--- src/rtl/uart_autobaud_ctrl.sv ---
// uart_autobaud_ctrl
//   Measures a 0x55 sync character on rx and derives the baud divisor and
//   3-bit fraction for the UART baud clock generator. It then loads the
//   new values and restarts the generator. In manual mode it passes the
//   register values through.
//
// Ports
//   clk, reset         system clock, synchronous active-high reset
//   rx                 asynchronous serial line (idle high)
//   autobaud_en        1 = autobaud, 0 = manual pass-through
//   start              one-cycle pulse arming a measurement (ignored while busy)
//   cfg_baud_val/frac  manual-mode divisor / fraction
//   baud_val/fraction  values driven to the clock generator
//   gen_rst_n          one-cycle low restart strobe, issued with every value load
//   busy               measurement in progress
//   done / err         one-cycle result pulses
module uart_autobaud_ctrl #(
  parameter logic [12:0] DEFAULT_BAUD_VAL = 13'd26,
  parameter int          IDLE_CYCLES      = 64,
  parameter int          CNT_W            = 20
) (
  input  logic        clk,
  input  logic        reset,
  input  logic        rx,
  input  logic        autobaud_en,
  input  logic        start,
  input  logic [12:0] cfg_baud_val,
  input  logic [2:0]  cfg_fraction,
  output logic [12:0] baud_val,
  output logic [2:0]  baud_val_fraction,
  output logic        gen_rst_n,
  output logic        busy,
  output logic        done,
  output logic        err
);

  localparam int QW = $clog2(IDLE_CYCLES + 1);

  typedef enum logic [2:0] {
    S_IDLE, S_QUIET, S_ARMED, S_MEASURE, S_CALC, S_LOAD
  } state_e;

  state_e state_q, state_d;

  logic             rx_s1_q, rx_s2_q, rx_h_q;
  logic [QW-1:0]    qcnt_q, qcnt_d;
  logic [CNT_W-1:0] t_q, t_d;
  logic [1:0]       ecnt_q, ecnt_d;
  logic [12:0]      baud_q, baud_d;
  logic [2:0]       frac_q, frac_d;
  logic             gen_rst_n_q, gen_rst_n_d;
  logic             err_q, err_d;

  // ---------------------------------------------------------------------
  // rx synchroniser + history flop. These flops reset high so that a reset
  // while the line idles does not create a false falling edge.
  // ---------------------------------------------------------------------
  logic fall;

  always_ff @(posedge clk) begin
    if (reset) begin
      rx_s1_q <= 1'b1;
      rx_s2_q <= 1'b1;
      rx_h_q  <= 1'b1;
    end else begin
      rx_s1_q <= rx;
      rx_s2_q <= rx_s1_q;
      rx_h_q  <= rx_s2_q;
    end
  end

  assign fall = rx_h_q & ~rx_s2_q;

  // ---------------------------------------------------------------------
  // Measurement arithmetic
  // ---------------------------------------------------------------------
  logic [CNT_W:0]   tr;
  logic [CNT_W-1:0] t_inc;
  logic             t_ovf;
  logic             final_edge;
  logic             too_fast;
  logic [12:0]      div;
  logic             unused_tr_bits;

  // Adding 8 before truncating to 1/8-bit resolution rounds to nearest.
  // The generator bit time is 16*(baud_val+1) + 2*fraction, so 8 bit
  // times = 128*(baud_val+1) + 16*fraction.
  assign tr         = {1'b0, t_q} + (CNT_W+1)'(8);
  assign div        = 13'(tr[CNT_W-1:7]);
  assign too_fast   = (tr[CNT_W-1:7] == '0);
  assign t_inc      = t_q + CNT_W'(1);
  // Reaching all-ones counts as overflow, so the largest T latched is 2^CNT_W-2.
  assign t_ovf      = (t_inc == '1);
  // The start edge is not counted. The 4th falling edge after it is the
  // falling edge of data bit 7, which is 8 bit times later.
  assign final_edge = fall && (ecnt_q == 2'd3);
  assign unused_tr_bits = ^{tr[CNT_W], tr[3:0]};

  // ---------------------------------------------------------------------
  // FSM: state register
  // ---------------------------------------------------------------------
  always_ff @(posedge clk) begin
    if (reset) state_q <= S_IDLE;
    else       state_q <= state_d;
  end

  // FSM: next state
  always_comb begin
    state_d = state_q;
    case (state_q)
      S_IDLE:    if (start && autobaud_en) state_d = S_QUIET;
      S_QUIET: begin
        if (!autobaud_en)                                       state_d = S_IDLE;
        else if (rx_s2_q && qcnt_q == QW'(IDLE_CYCLES - 1))     state_d = S_ARMED;
      end
      S_ARMED: begin
        if (!autobaud_en) state_d = S_IDLE;
        else if (fall)    state_d = S_MEASURE;
      end
      S_MEASURE: begin
        if (!autobaud_en)    state_d = S_IDLE;
        else if (t_ovf)      state_d = S_IDLE;
        else if (final_edge) state_d = S_CALC;
      end
      S_CALC:    state_d = too_fast ? S_IDLE : S_LOAD;
      S_LOAD:    state_d = S_IDLE;
      default:   state_d = S_IDLE;
    endcase
  end

  // FSM: outputs
  always_comb begin
    busy = (state_q == S_QUIET) || (state_q == S_ARMED) ||
           (state_q == S_MEASURE) || (state_q == S_CALC);
    done = (state_q == S_LOAD);
  end

  // ---------------------------------------------------------------------
  // Datapath next values
  // ---------------------------------------------------------------------
  always_comb begin
    qcnt_d      = qcnt_q;
    t_d         = t_q;
    ecnt_d      = ecnt_q;
    baud_d      = baud_q;
    frac_d      = frac_q;
    gen_rst_n_d = 1'b1;
    err_d       = 1'b0;
    case (state_q)
      S_IDLE: begin
        qcnt_d = '0;
        if (!autobaud_en) begin
          baud_d = cfg_baud_val;
          frac_d = cfg_fraction;
          // Restart the generator in the same cycle the new value shows up.
          if (cfg_baud_val != baud_q || cfg_fraction != frac_q) gen_rst_n_d = 1'b0;
        end
      end
      S_QUIET: qcnt_d = rx_s2_q ? qcnt_q + QW'(1) : '0;
      S_ARMED: begin
        if (fall) begin
          t_d    = '0;
          ecnt_d = '0;
        end
      end
      S_MEASURE: begin
        // t_d on the final edge is the latched T: the number of cycles
        // between start-edge and final-edge detection.
        t_d = t_inc;
        if (fall) ecnt_d = ecnt_q + 2'd1;
        if (autobaud_en && t_ovf) begin
          err_d       = 1'b1;
          baud_d      = DEFAULT_BAUD_VAL;
          frac_d      = 3'd0;
          gen_rst_n_d = 1'b0;
        end
      end
      S_CALC: begin
        if (too_fast) begin
          err_d = 1'b1;
        end else begin
          baud_d      = div - 13'd1;
          frac_d      = tr[6:4];
          gen_rst_n_d = 1'b0;
        end
      end
      default: ;
    endcase
  end

  always_ff @(posedge clk) begin
    if (reset) begin
      qcnt_q      <= '0;
      t_q         <= '0;
      ecnt_q      <= '0;
      baud_q      <= DEFAULT_BAUD_VAL;
      frac_q      <= 3'd0;
      gen_rst_n_q <= 1'b1;
      err_q       <= 1'b0;
    end else begin
      qcnt_q      <= qcnt_d;
      t_q         <= t_d;
      ecnt_q      <= ecnt_d;
      baud_q      <= baud_d;
      frac_q      <= frac_d;
      gen_rst_n_q <= gen_rst_n_d;
      err_q       <= err_d;
    end
  end

  assign baud_val          = baud_q;
  assign baud_val_fraction = frac_q;
  assign gen_rst_n         = gen_rst_n_q;
  assign err               = err_q;

endmodule

--- config.mk ---
export PLATFORM = sky130hd
export DESIGN_NAME = uart_autobaud_ctrl
export DESIGN_NICKNAME = d
export VERILOG_FILES = /design/src/rtl/uart_autobaud_ctrl.sv
export SDC_FILE = /design/constraint.sdc
export NUM_CORES = 1
export LEC_CHECK = 0
export ABC_AREA = 1
export CELL_PAD_IN_SITES_DETAIL_PLACEMENT = 0
export CELL_PAD_IN_SITES_GLOBAL_PLACEMENT = 1
export CORE_MARGIN = 2
export CORE_UTILIZATION = 42
export CTS_CLUSTER_DIAMETER = 30
export DETAILED_ROUTE_END_ITERATION = 12
export DONT_BUFFER_PORTS = 1
export PLACE_DENSITY_LB_ADDON = 0.1
export RECOVER_POWER = 50
export SYNTH_ARGS = -nofsm -noshare
export SYNTH_HDL_FRONTEND = slang
export SYNTH_SLANG_ARGS = --single-unit
--- constraint.sdc ---
create_clock -name clk -period 2.5 [get_ports clk]
set_input_delay 0.375 -clock clk [delete_from_list [all_inputs] [get_ports clk]]
set_output_delay 0.375 -clock clk [all_outputs]
set_load 0.02 [all_outputs]
## Word-level counts from Yosys, hierarchy flattened

Cells that the tools add are included.

| operators by class | value |
|---|---|
| add/subtract/negate cells | 5 |
| reductions and logical operators | 17 |
| bitwise operators | 2 |
| equal/unequal tests | 19 |
| mux-type cells | 32 |

Operators by type and width:

| cell | count |
|---|---|
| 20-bit one-hot mux with 2 select lines | 1 |
| 13-bit two-way mux | 3 |
| 13-bit one-hot mux with 3 select lines | 1 |
| 3-bit two-way mux | 12 |
| 20-bit by 1-bit adder with 20-bit output (second input constant) | 1 |
| 20-bit by 4-bit adder with 20-bit output (second input constant) | 1 |
| 20-bit == test (second input constant) | 1 |
| 20-bit two-way mux | 1 |
| 3-bit one-hot mux with 5 select lines | 1 |
| 7-bit one-hot mux with 2 select lines | 1 |
| 13-bit zero test | 1 |
| 13-bit inequality test | 1 |
| 13-bit by 1-bit subtractor with 13-bit output (second input constant) | 1 |
| 2-bit inequality test (second input constant) | 5 |
| 3-bit one-hot mux with 3 select lines | 1 |
| 4-bit AND reduction | 2 |
| 7-bit by 1-bit adder with 7-bit output (second input constant) | 1 |
| 7-bit by 6-bit == test with 1-bit output (second input constant) | 1 |
| 7-bit two-way mux | 1 |
| 3-bit by 2-bit == test with 1-bit output (second input constant) | 2 |
| 3-bit == test (second input constant) | 2 |
| 3-bit inequality test (second input constant) | 2 |
| 1-bit two-way mux | 5 |
| 1-bit logical AND | 4 |
| other kinds (18) | 23 |

| word-level totals | value |
|---|---|
| flip-flop bits (word level) | 53 |
| output and inout bits | 20 |
| word-level logic and storage cells | 86 |
| input port bits | 21 |

## Longest topological paths before layout

Gate-level depths: netlist of run 1.

| depth | value |
|---|---|
| depth in word-level cells | 7 |
| mapped depth | 17 |
| mapped depth without buffers | 16 |

## Least setup slack after synthesis of run 1

No wires, ideal clock.

| timing | value |
|---|---|
| kind | reg-to-reg |
| start | register t_q[4] |
| end | register baud_q[6] (netlist: baud_val[6]) |
| cell stages (with the launch flop) | 17 |
| path slack | 383 ps |
| path buffers | 1 |
| data arrival time | 2002 ps |
| period minus slack after synthesis | 2117 ps |
| data required time | 2385 ps |
| setup time | 115 ps |
| cell sequence | dfxtp_1 -> ha_1 -> nand2_1 -> nor2_2 -> nand2_1 -> nand2_1 -> inv_1 -> ha_1 -> nand3_1 -> nor2_1 -> nand3_1 -> nor2_2 -> nor2_2 -> buf_4 -> nand3_1 -> nand2_1 -> nor2_1 |

| between the ends | value |
|---|---|
| word-level cells in the longest chain between the ends | 5 |
| elaborated cells between the ends (all ways) | 11 |
| classes of those cells | add/sub: 3; eq/ne: 3; mux: 2; reduce/logical: 3 |

RTL lines:

| element | line | source |
|---|---|---|
| start, declared | 47 | `logic [CNT_W-1:0] t_q, t_d;` |
| start signal, assigned | 202 | `t_q <= t_d;` |
| branches (longest 5 deep; another with 20-bit by 4-bit adder with 20-bit output) | - |  |
| end signal, assigned | 204 | `baud_q <= baud_d;` |
| end, declared | 49 | `logic [12:0] baud_q, baud_d;` |

Parallel ways; which one is timed is not known. The select of a mux whose other input is x is not followed.
A chain may end at the register's enable or synchronous reset.

## Worst setup path after layout of run 1

| timing | value |
|---|---|
| start | register t_q[4] |
| end | register baud_q[11] (netlist: baud_val[11]) |

The elaborated chain is that of the path after synthesis.

==> impl_metrics.tcl, run 1 <==
set metrics [dict create \
    ys_ff_latch 53 \
    critical_path_class "reg -> reg" \
    reg2reg_depth 15 \
    ys.flop_type "dfxtp_1" \
    die_area_sq_um 9840 \
    syn_inst 627 \
    crit_path_max_fanout 6 \
    yosysSeqAreaShare_pct 27.9 \
    cts_tree "done" \
    drc 0 \
    core_sq_um 8760 \
    cts_max_level 2 \
    rr_endpoint "baud_val[11]$_SDFFE_PP0P_" \
    diodes 0 \
    r2r_slack_ps 210 \
    finClkSkew_ps 9.03 \
    setup_viol 0 \
    fin_nets 677 \
    pre_cts_slack_ps -35.1 \
    start_kind "flop" \
    yosysTopAreaCellShare_pct 27.9 \
    ys_warn_count 0 \
    dpl.hpwl_um 8330 \
    worst_pin_slew_ps 615 \
    grt_max_degree 32 \
    grt_overflow_total 0 \
    drtAntennaViolNets 0 \
    fin_area_sq_um 4300 \
    crit_path_start "t_q[4]$_SDFFE_PP0P_" \
    initial_core_util_pct 43.4 \
    wire_per_inst_um 14.4 \
    place.gp.congestion 0.855 \
    syn2layout_area_growth_pct 12.9 \
    syn_area_per_cell_sq_um 6.07 \
    antenna_found_initial 0 \
    endpoint_kind "flop" \
    port_buffers 0 \
    grt_usage_pct 22.5 \
    drt-initial-drc-count 233 \
    synth_area_leaders "dfxtp_1, nand2_1, nand3_1" \
    hold_viol_final 0 \
    row_count 34 \
    r2r_start "t_q[4]$_SDFFE_PP0P_" \
    maxSlewHeadroom_pct 58.7 \
    cp.arrival_ps 2520 \
    powerDensity_nw_per_um2 563 \
    endpoint "baud_val[11]$_SDFFE_PP0P_" \
    place_area_sq_um 4060 \
    nFillCells 942 \
    cts_inserted_buffers 5 \
    pin_count 41 \
    avgViaCountPerCell 5.22 \
    layout-drive-gt1-share_pct 13.5 \
    ys_types 36 \
    syn_nets 655 \
    yosysTopAreaCell "dfxtp_1" \
    synth_edf_count 0 \
    synthArstFlopShare_pct 0 \
    p_leak_nw 1.87 \
    fmax_mhz 438 \
    grt_pass1_wl_um 18100 \
    path_clk_slew_ps 110 \
    ctsRootBufferMaster "clkbuf_8" \
    status "finished, final reports clean" \
    vias 3960 \
    hold_path_class "in -> reg" \
    min_period_over_period_pct 91.4 \
    first_pass_iters 5 \
    cts.sinks 53 \
    grt_pass1_vias 3755 \
    mostFrequentLayoutCells "nand2_1, inv_1, nor2_1" \
    die_y_um 99.2 \
    worst_slack_ps 215 \
    die_width_um 99.2 \
    finalNonFillerCells 758 \
    synth_area_sq_um 3810 \
    drv_cap 0 \
    totalWireLength_um 10900 \
    slew_viol_final 0 \
    ir_drop_mv 0.242 \
    clockBufferDepth 2 \
    critical_path_required_ps 2740 \
    layout_commonest_cell "nand2_1" \
    period_needed_ps 2290 \
    place_inst 741 \
    insertion_delay_ps 320 \
]
[stage by stage]
stage,power (mW),hold WS [ps],setup TNS (ps),utilization [%]
finish,2.42,111,0,49.0
global route,2.60,87.4,-0.943,49.0
CTS,2.43,90.7,0,47.4
detailed placement,1.89,422,-106,46.3
global placement,1.87,416,0,46.3
floorplan,1.72,389,0,-
[power breakdown]
group          leakage [nW]  switching (mW)  internal (mW)
logic                  1.39           0.425          0.277
clock network        0.0447           0.342          0.204
registers             0.436           0.220          0.954
[cell usage after synthesis (10+ instances only)]
cell and n:
inv_1 66, nor3_1 10, clkbuf_1 10, nor2_1 66, nand3b_1 12, o21ai_0 18, xor2_1 18, nand3_1 60
nand2_1 191, a21oi_1 41, nand4_1 15, nor2_2 10, dfxtp_1 53
[per-layer routing]
layer | vias up | track usage [%] | wire (um) | part of all wire (%)
met5 | - | 0 | 0 | 0
met4 | 0 | 6.43 | 249 | 2.3
met3 | 19 | 3.30 | 505 | 4.6
met2 | 97 | 38.7 | 5100 | 47
met1 | 1775 | 29.5 | 5070 | 46
li1 | 2069 | - | - | -
[layout make-up]
type | count | area [sq um] | share of cell area, %
well taps | 108 | 135 | 3.15
inverters | 68 | 255 | 5.94
repair buffers | 32 | 265 | 6.17
clock buffers | 5 | 68.8 | 1.60
clock inverters | 3 | 25.0 | 0.582
multi-input cells | 489 | 2480 | 57.7
flip-flops and latches | 53 | 1070 | 24.9
[flip-flops by register name, indices dropped and copies added (netlist names), 2 cells and up]
| signal | flops |
|---|---|
| baud_val | 13 |
| t_q | 20 |
| ecnt_q | 2 |
| state_q | 3 |
| baud_val_fraction | 3 |
| qcnt_q | 7 |
[cell families (layout without fill, tap and decap cells)]
| group | Yosys count | after routing | synth area share [%] |
|---|---|---|---|
| simple gates | 387 | 387 | 45.5 |
| buf+inv | 85 | 108 | 8.97 |
| compound gates | 75 | 75 | 10.7 |
| fa+ha+maj | 7 | 7 | 2.30 |
| xor+xnor | 20 | 20 | 4.60 |
| flops | 53 | 53 | 27.9 |
[critical path, stage by stage (launching register included)]
cell	delay, ps
dfxtp_1	360
buf_4	140
nand3_2	180
inv_1	160
buf_4	140
nand3_1	60
nand2_1	200
nand2_1	120
nor2_1	250
nand2_1	110
inv_1	110
nand3_1	80
nand3_1	120
nand2_1	50
nor2_1	80
nor2_1	50
[worst min path at each step]
stage / to / cells past startpoint / startpoint
2_1_floorplan: rx_s2_q$_SDFF_PP1_ / 1 / rx_s1_q$_SDFF_PP1_
3_3_place_gp: rx_s2_q$_SDFF_PP1_ / 1 / rx_s1_q$_SDFF_PP1_
3_5_place_dp: rx_s2_q$_SDFF_PP1_ / 1 / rx_s1_q$_SDFF_PP1_
4_1_cts: t_q[11]$_SDFFE_PP0P_ / 1 / reset
5_1_grt: t_q[10]$_SDFFE_PP0P_ / 1 / reset
6_report: ecnt_q[1]$_SDFFE_PP0P_ / 1 / reset
[timing repair]
item                                    CTS  global route
gates resized for setup                   2            23
setup buffers                             0             9
pin swaps                                 0             5
cloned                                    0             0
hold buffers                              0             0
endpoints found under the setup margin    9            19
Power figures use the tool's default switching activity.
==> run 2, diff against run 1 <==
Settings changed: CORE_UTILIZATION 42 to 40.
Clock period 2.5 ns to 2.1 ns, I/O delays scaled along.
==> run 2 against run 1 <==
The flow now finishes with violations (setup timing). Sequential cell count unchanged. Sequential power rose by 19%. Core utilization rose by 10 points. Clock-buffer cell count is the same. Die area up 4.8%. Cell count up 14%. Highest routed layer unchanged. Via count grew 10%. First-iteration DRC count decreased by 30%.
==> impl_metrics.tcl, run 2 (synthesis results as in run 1) <==
set metrics [dict create \
    status "complete, but fails checks" \
    violations "setup timing" \
    layout-drive-gt1-share_pct 32.8 \
    pre_cts_slack_ps -245 \
    place.gp.congestion 0.861 \
    nFillCells 927 \
    slew_viol_final 0 \
    die_area_sq_um 10300 \
    layout_commonest_cell "nand2_1" \
    cts_tree "done" \
    drtAntennaViolNets 0 \
    finClkSkew_ps 12.0 \
    grt_pass1_wl_um 19300 \
    start_kind "flop" \
    grt_usage_pct 23.7 \
    drt-initial-drc-count 163 \
    syn2layout_area_growth_pct 43.5 \
    pin_count 41 \
    drc 0 \
    cpMaxStageDelayCell "dfxtp_4" \
    crit_path_max_fanout 6 \
    mostFrequentLayoutCells "nand2_1, buf_4, inv_1" \
    cts_max_level 2 \
    rsz0062_at_grt "yes" \
    antenna_found_initial 0 \
    fmax_mhz 451 \
    endpoint_kind "flop" \
    crit_path_start "t_q[7]$_SDFFE_PP0P_" \
    min_period_over_period_pct 106 \
    grt_overflow_total 0 \
    avgViaCountPerCell 5.03 \
    crit_chain "buf_6 > nand2_4 > nor2_4 > buf_6 > nand3_2 > nand2_2 > nand2_2 > nor2_2 > nand3_2 > nor2_4 > nand3_4 > nand2_8 > buf_12 > buf_16 > a21oi_1 > nor2_1" \
    setup_viol 19 \
    path_clk_slew_ps 120 \
    totalWireLength_um 12600 \
    fin_nets 765 \
    multiInputGateArea_sq_um 2830 \
    port_buffers 0 \
    grt_pass1_vias 4117 \
    ir_drop_mv 0.259 \
    cp.arrival_ps 2490 \
    setup_tns_ps -1620 \
    min_from "reset" \
    drv_cap 0 \
    crit_buf_inv 4 \
    maxSlewHeadroom_pct 69.4 \
    period_needed_ps 2220 \
    worst_pin_slew_ps 456 \
    seqCellArea_sq_um 1090 \
    vias 4360 \
    powerDensity_nw_per_um2 572 \
    p_leak_nw 2.48 \
    first_pass_iters 4 \
    ctsRootBufferMaster "clkbuf_8" \
    die_y_um 102 \
    dpl.hpwl_um 9010 \
    die_width_um 102 \
    insertion_delay_ps 330 \
    r2r_start "t_q[7]$_SDFFE_PP0P_" \
    critical_path_required_ps 2370 \
    cts_inserted_buffers 5 \
    grt_max_degree 32 \
    worst_slack_ps -118 \
    hold_path_class "in -> reg" \
    top_register "t_q" \
    cp_top_family "simple AND/OR/NAND/NOR gates" \
    wire_per_inst_um 14.6 \
    cts.sinks 53 \
    slowest_delay_ps 410 \
    initial_core_util_pct 41.2 \
    postCtsHoldBufs 0 \
    diodes 0 \
    clockBufferDepth 2 \
    largest_reg_flops 20 \
    critical_path_class "reg -> reg" \
    row_count 35 \
    hold_viol_final 0 \
    holdWs_ps 36.2 \
    core_sq_um 9240 \
]
[run 2: cell types whose count changed in the layout (fill, tap and decap cells not counted), moves of 5 or more]
cell / delta
buf_4: +73
buf_6: +8
dfxtp_1: -5
dfxtp_4: +5
nand2_1: -26
nand2_2: +21
nand3_1: -9
nand3_2: +6
nor2_1: -13
nor2_4: +9
[run 2: final cells by class]
| class | instances | area share, % |
|---|---|---|
| multi-input combinational | 490 | 51.9 |
| sequential | 53 | 19.9 |
| timing repair buffer | 119 | 18.8 |
| inverter | 68 | 4.67 |
| tap | 129 | 2.95 |
| clock buffer | 5 | 1.26 |
| clock inverter | 3 | 0.527 |
[run 2: per-layer routing]
metal / vias up / GRT usage, % / wire length (um)
li1: 2249 / - / -
met2: 94 / 42.6 / 6310
met5: - / 0 / 0
met1: 1993 / 28.9 / 5460
met3: 24 / 3.52 / 533
met4: 0 / 7.69 / 311
[run 2: metrics by stage]
stage	cells	cell area (sq um)	power, mW	utilization [%]
after floorplan	627	3820	2.05	-
after global placement	829	4580	2.22	49.6
after detailed placement	829	4580	2.24	49.6
after CTS	858	5120	3.05	55.5
after global routing	867	5460	3.31	59.1
final	867	5460	3.13	59.1
[run 2: power by group]
part	total [mW]	internal, mW	switching (mW)
combinational	1.06	0.454	0.603
clock	0.675	0.254	0.421
sequential	1.39	1.13	0.266
total	3.13	1.84	1.29
[run 2: timing repair]
action | in CTS | in global routing
resized for setup | 59 | 71
buffers inserted | 18 | 8
pin swaps | 28 | 41
setup endpoints to repair | 22 | 23
cloned | 3 | 1
[run 2: path summary, 6_finish.rpt]
path                              endpoint  slack, ps  cells past startpoint
hold / removal        t_q[17]$_SDFFE_PP0P_         40                      1
setup / recovery  baud_val[7]$_SDFFE_PP0P_       -120                     16
hold reg to reg         rx_s2_q$_SDFF_PP1_        430                      1
setup reg to reg  baud_val[7]$_SDFFE_PP0P_       -120                     16
==> run 3, diff against run 2 <==
Settings changed: ABC_AREA 1 to unset, CORE_UTILIZATION 40 to 42.
==> run 3 against run 2 <==
The run still ends with setup timing left. Worst hold slack better by 14 ps. Critical path depth is 6 lower. Largest cell class unchanged. Maximum frequency is 8.7% lower. Synthesized cell count is 24% lower. Area after synthesis is 1.6% higher. Die area is 3.1% lower.
==> impl_metrics.tcl, run 3 <==
set metrics [dict create \
    status "complete, but fails checks" \
    violations "setup timing" \
    start_kind "flop" \
    place_inst 653 \
    core_sq_um 9060 \
    p_sw_mw 0.601 \
    synth_area_leaders "dfxtp_1, xnor2_1, a21oi_1" \
    hold_depth 1 \
    endpoint_kind "flop" \
    period_needed_ps 2430 \
    nFillCells 822 \
    totalWireLength_um 13000 \
    drtAntennaViolNets 0 \
    syn2layout_area_growth_pct 42.6 \
    first_pass_iters 5 \
    clock_power_share_pct 34.3 \
    drc 0 \
    syn_inst 476 \
    vias 4160 \
    synth_edf_count 0 \
    powerDensity_nw_per_um2 388 \
    worst_slack_ps -328 \
    finClkSkew_ps 16.8 \
    internal-power_mw 1.54 \
    port_buffers 0 \
    grt_pass1_wl_um 20600 \
    path_clk_slew_ps 110 \
    cts_inserted_buffers 5 \
    die_width_um 99.9 \
    ys_types 70 \
    hold_path_class "in -> reg" \
    fin_area_sq_um 5510 \
    synthArstFlopShare_pct 0 \
    diodes 0 \
    die_y_um 99.9 \
    combPwrFrac_pct 13.2 \
    ctsRootBufferMaster "clkbuf_8" \
    layout-drive-gt1-share_pct 42.4 \
    fin_nets 605 \
    yosysTopAreaCell "dfxtp_1" \
    dpl.hpwl_um 8990 \
    place.gp.congestion 0.875 \
    synth_common_cells "dfxtp_1, nor2_1, a21oi_1, nand2_1, xnor2_1" \
    yosysMostFrequentCell "dfxtp_1" \
    clockBufferDepth 2 \
    avgViaCountPerCell 6.04 \
    mostFrequentLayoutCells "buf_4, nor2_1, dfxtp_1" \
    pin_count 41 \
    p_leak_nw 2.16 \
    hold_viol_final 0 \
    initial_core_util_pct 42.7 \
    place_area_sq_um 4720 \
    cts_max_level 2 \
    p_seq_share_pct 52.5 \
    grt_usage_pct 25.9 \
    rsz0062_at_grt "yes" \
    yosysTopAreaCellShare_pct 27.4 \
    slew_viol_final 0 \
    ys_ff_latch 53 \
    r2r_slack_ps -330 \
    drt-initial-drc-count 168 \
    setup_viol 21 \
    critical_path_required_ps 2290 \
    yosysSeqAreaShare_pct 27.4 \
    fmax_mhz 412 \
    cp.arrival_ps 2620 \
    min_period_over_period_pct 116 \
    ir_drop_mv 0.264 \
    reg2reg_depth 10 \
    largest_reg_flops 20 \
    wire_per_inst_um 18.9 \
    ys_warn_count 0 \
    row_count 35 \
    grt_overflow_total 0 \
    grt_max_degree 42 \
    antenna_found_initial 0 \
    ys.flop_type "dfxtp_1" \
    worst_pin_slew_ps 532 \
    finalNonFillerCells 689 \
    synth_area_sq_um 3870 \
    top_register "t_q" \
    crit_path_max_fanout 6 \
    cts_tree "done" \
    critical_path_class "reg -> reg" \
    syn_nets 504 \
    p_sw_share_pct 28.1 \
    insertion_delay_ps 320 \
    die_area_sq_um 9990 \
    maxSlewHeadroom_pct 64.5 \
    syn_area_per_cell_sq_um 8.12 \
    drv_cap 0 \
    cts.sinks 53 \
    layout_commonest_cell "buf_4" \
    grt_pass1_vias 4058 \
]
run 3: path summary, 6_finish.rpt:
check,start,endpoint
worst min-delay path,reset,t_q[7]$_SDFFE_PP0P_
worst min register to register,rx_s1_q$_SDFF_PP1_,rx_s2_q$_SDFF_PP1_
worst max-delay path,t_q[5]$_SDFFE_PP0P_,baud_val[4]$_SDFFE_PP1P_
worst max register to register,t_q[5]$_SDFFE_PP0P_,baud_val[4]$_SDFFE_PP1P_
run 3: critical path, stage by stage (launching register included):
cell and delay, ps:
dfxtp_2 360, buf_12 120, nand4_4 170, buf_6 160, or3_4 380, nor3_4 230, a32oi_4 100, a211o_4 380
buf_6 140, a31oi_1 170, o21ai_1 70
run 3: metrics by stage:
stage	hold slack (ps)	setup TNS [ps]	worst slack [ps]	util (%)	total power [mW]
after global placement	390	-6080	-355	52.1	1.38
after global routing	35.3	-7400	-426	60.8	2.22
final	50.5	-4990	-328	60.8	2.14
after CTS	46.0	-4680	-295	59.5	2.16
after floorplan	389	-4600	-323	-	1.33
after detailed placement	391	-6650	-379	52.1	1.39
run 3: cell type report:
| class | count | area (sq um) | share of cell area, % |
|---|---|---|---|
| Clock buffer | 5 | 68.8 | 1.25 |
| Clock inverter | 3 | 43.8 | 0.795 |
| Inverter | 5 | 18.8 | 0.341 |
| Multi-Input combinational cell | 375 | 3030 | 54.9 |
| Sequential cell | 53 | 1090 | 19.8 |
| Tap cell | 111 | 139 | 2.52 |
| Timing Repair Buffer | 137 | 1120 | 20.3 |
run 3: kinds of logic (layout without fill, tap and decap cells):
family	after synthesis	in the layout	share of synthesized area [%]
buffers and inverters	48	150	6.44
XOR/XNOR	42	42	9.71
adder cells (fa/ha/maj)	7	7	2.27
flip-flops	53	53	27.4
multiplexers	3	3	0.809
AO/OA/AOI/OAI	135	135	25.0
AND/OR/NAND/NOR	188	188	28.4
run 3: per-layer routing:
metal / GRT usage, % / vias to the layer above / routed length (um)
li1: - / 1990 / -
met3: 3.06 / 21 / 590
met5: 0 / - / 0
met1: 35.0 / 2036 / 5920
met4: 9.38 / 0 / 356
met2: 42.7 / 113 / 6120
run 3: what timing repair did:
| item | 4_1_cts | 5_1_grt |
|---|---|---|
| cloned | 2 | 0 |
| setup buffers | 24 | 5 |
| hold buffers | 0 | 0 |
| setup endpoints to repair | 22 | 24 |
| resized for setup | 68 | 21 |
| pin swaps | 43 | 9 |
run 3: power groups by stage:
stage	combinational, mW	sequential, mW	clock [mW]
5_1_grt	0.309	1.13	0.781
4_1_cts	0.274	1.12	0.760
3_3_place_gp	0.232	1.15	0
2_1_floorplan	0.191	1.14	0
3_5_place_dp	0.236	1.15	0
6_report	0.283	1.12	0.733
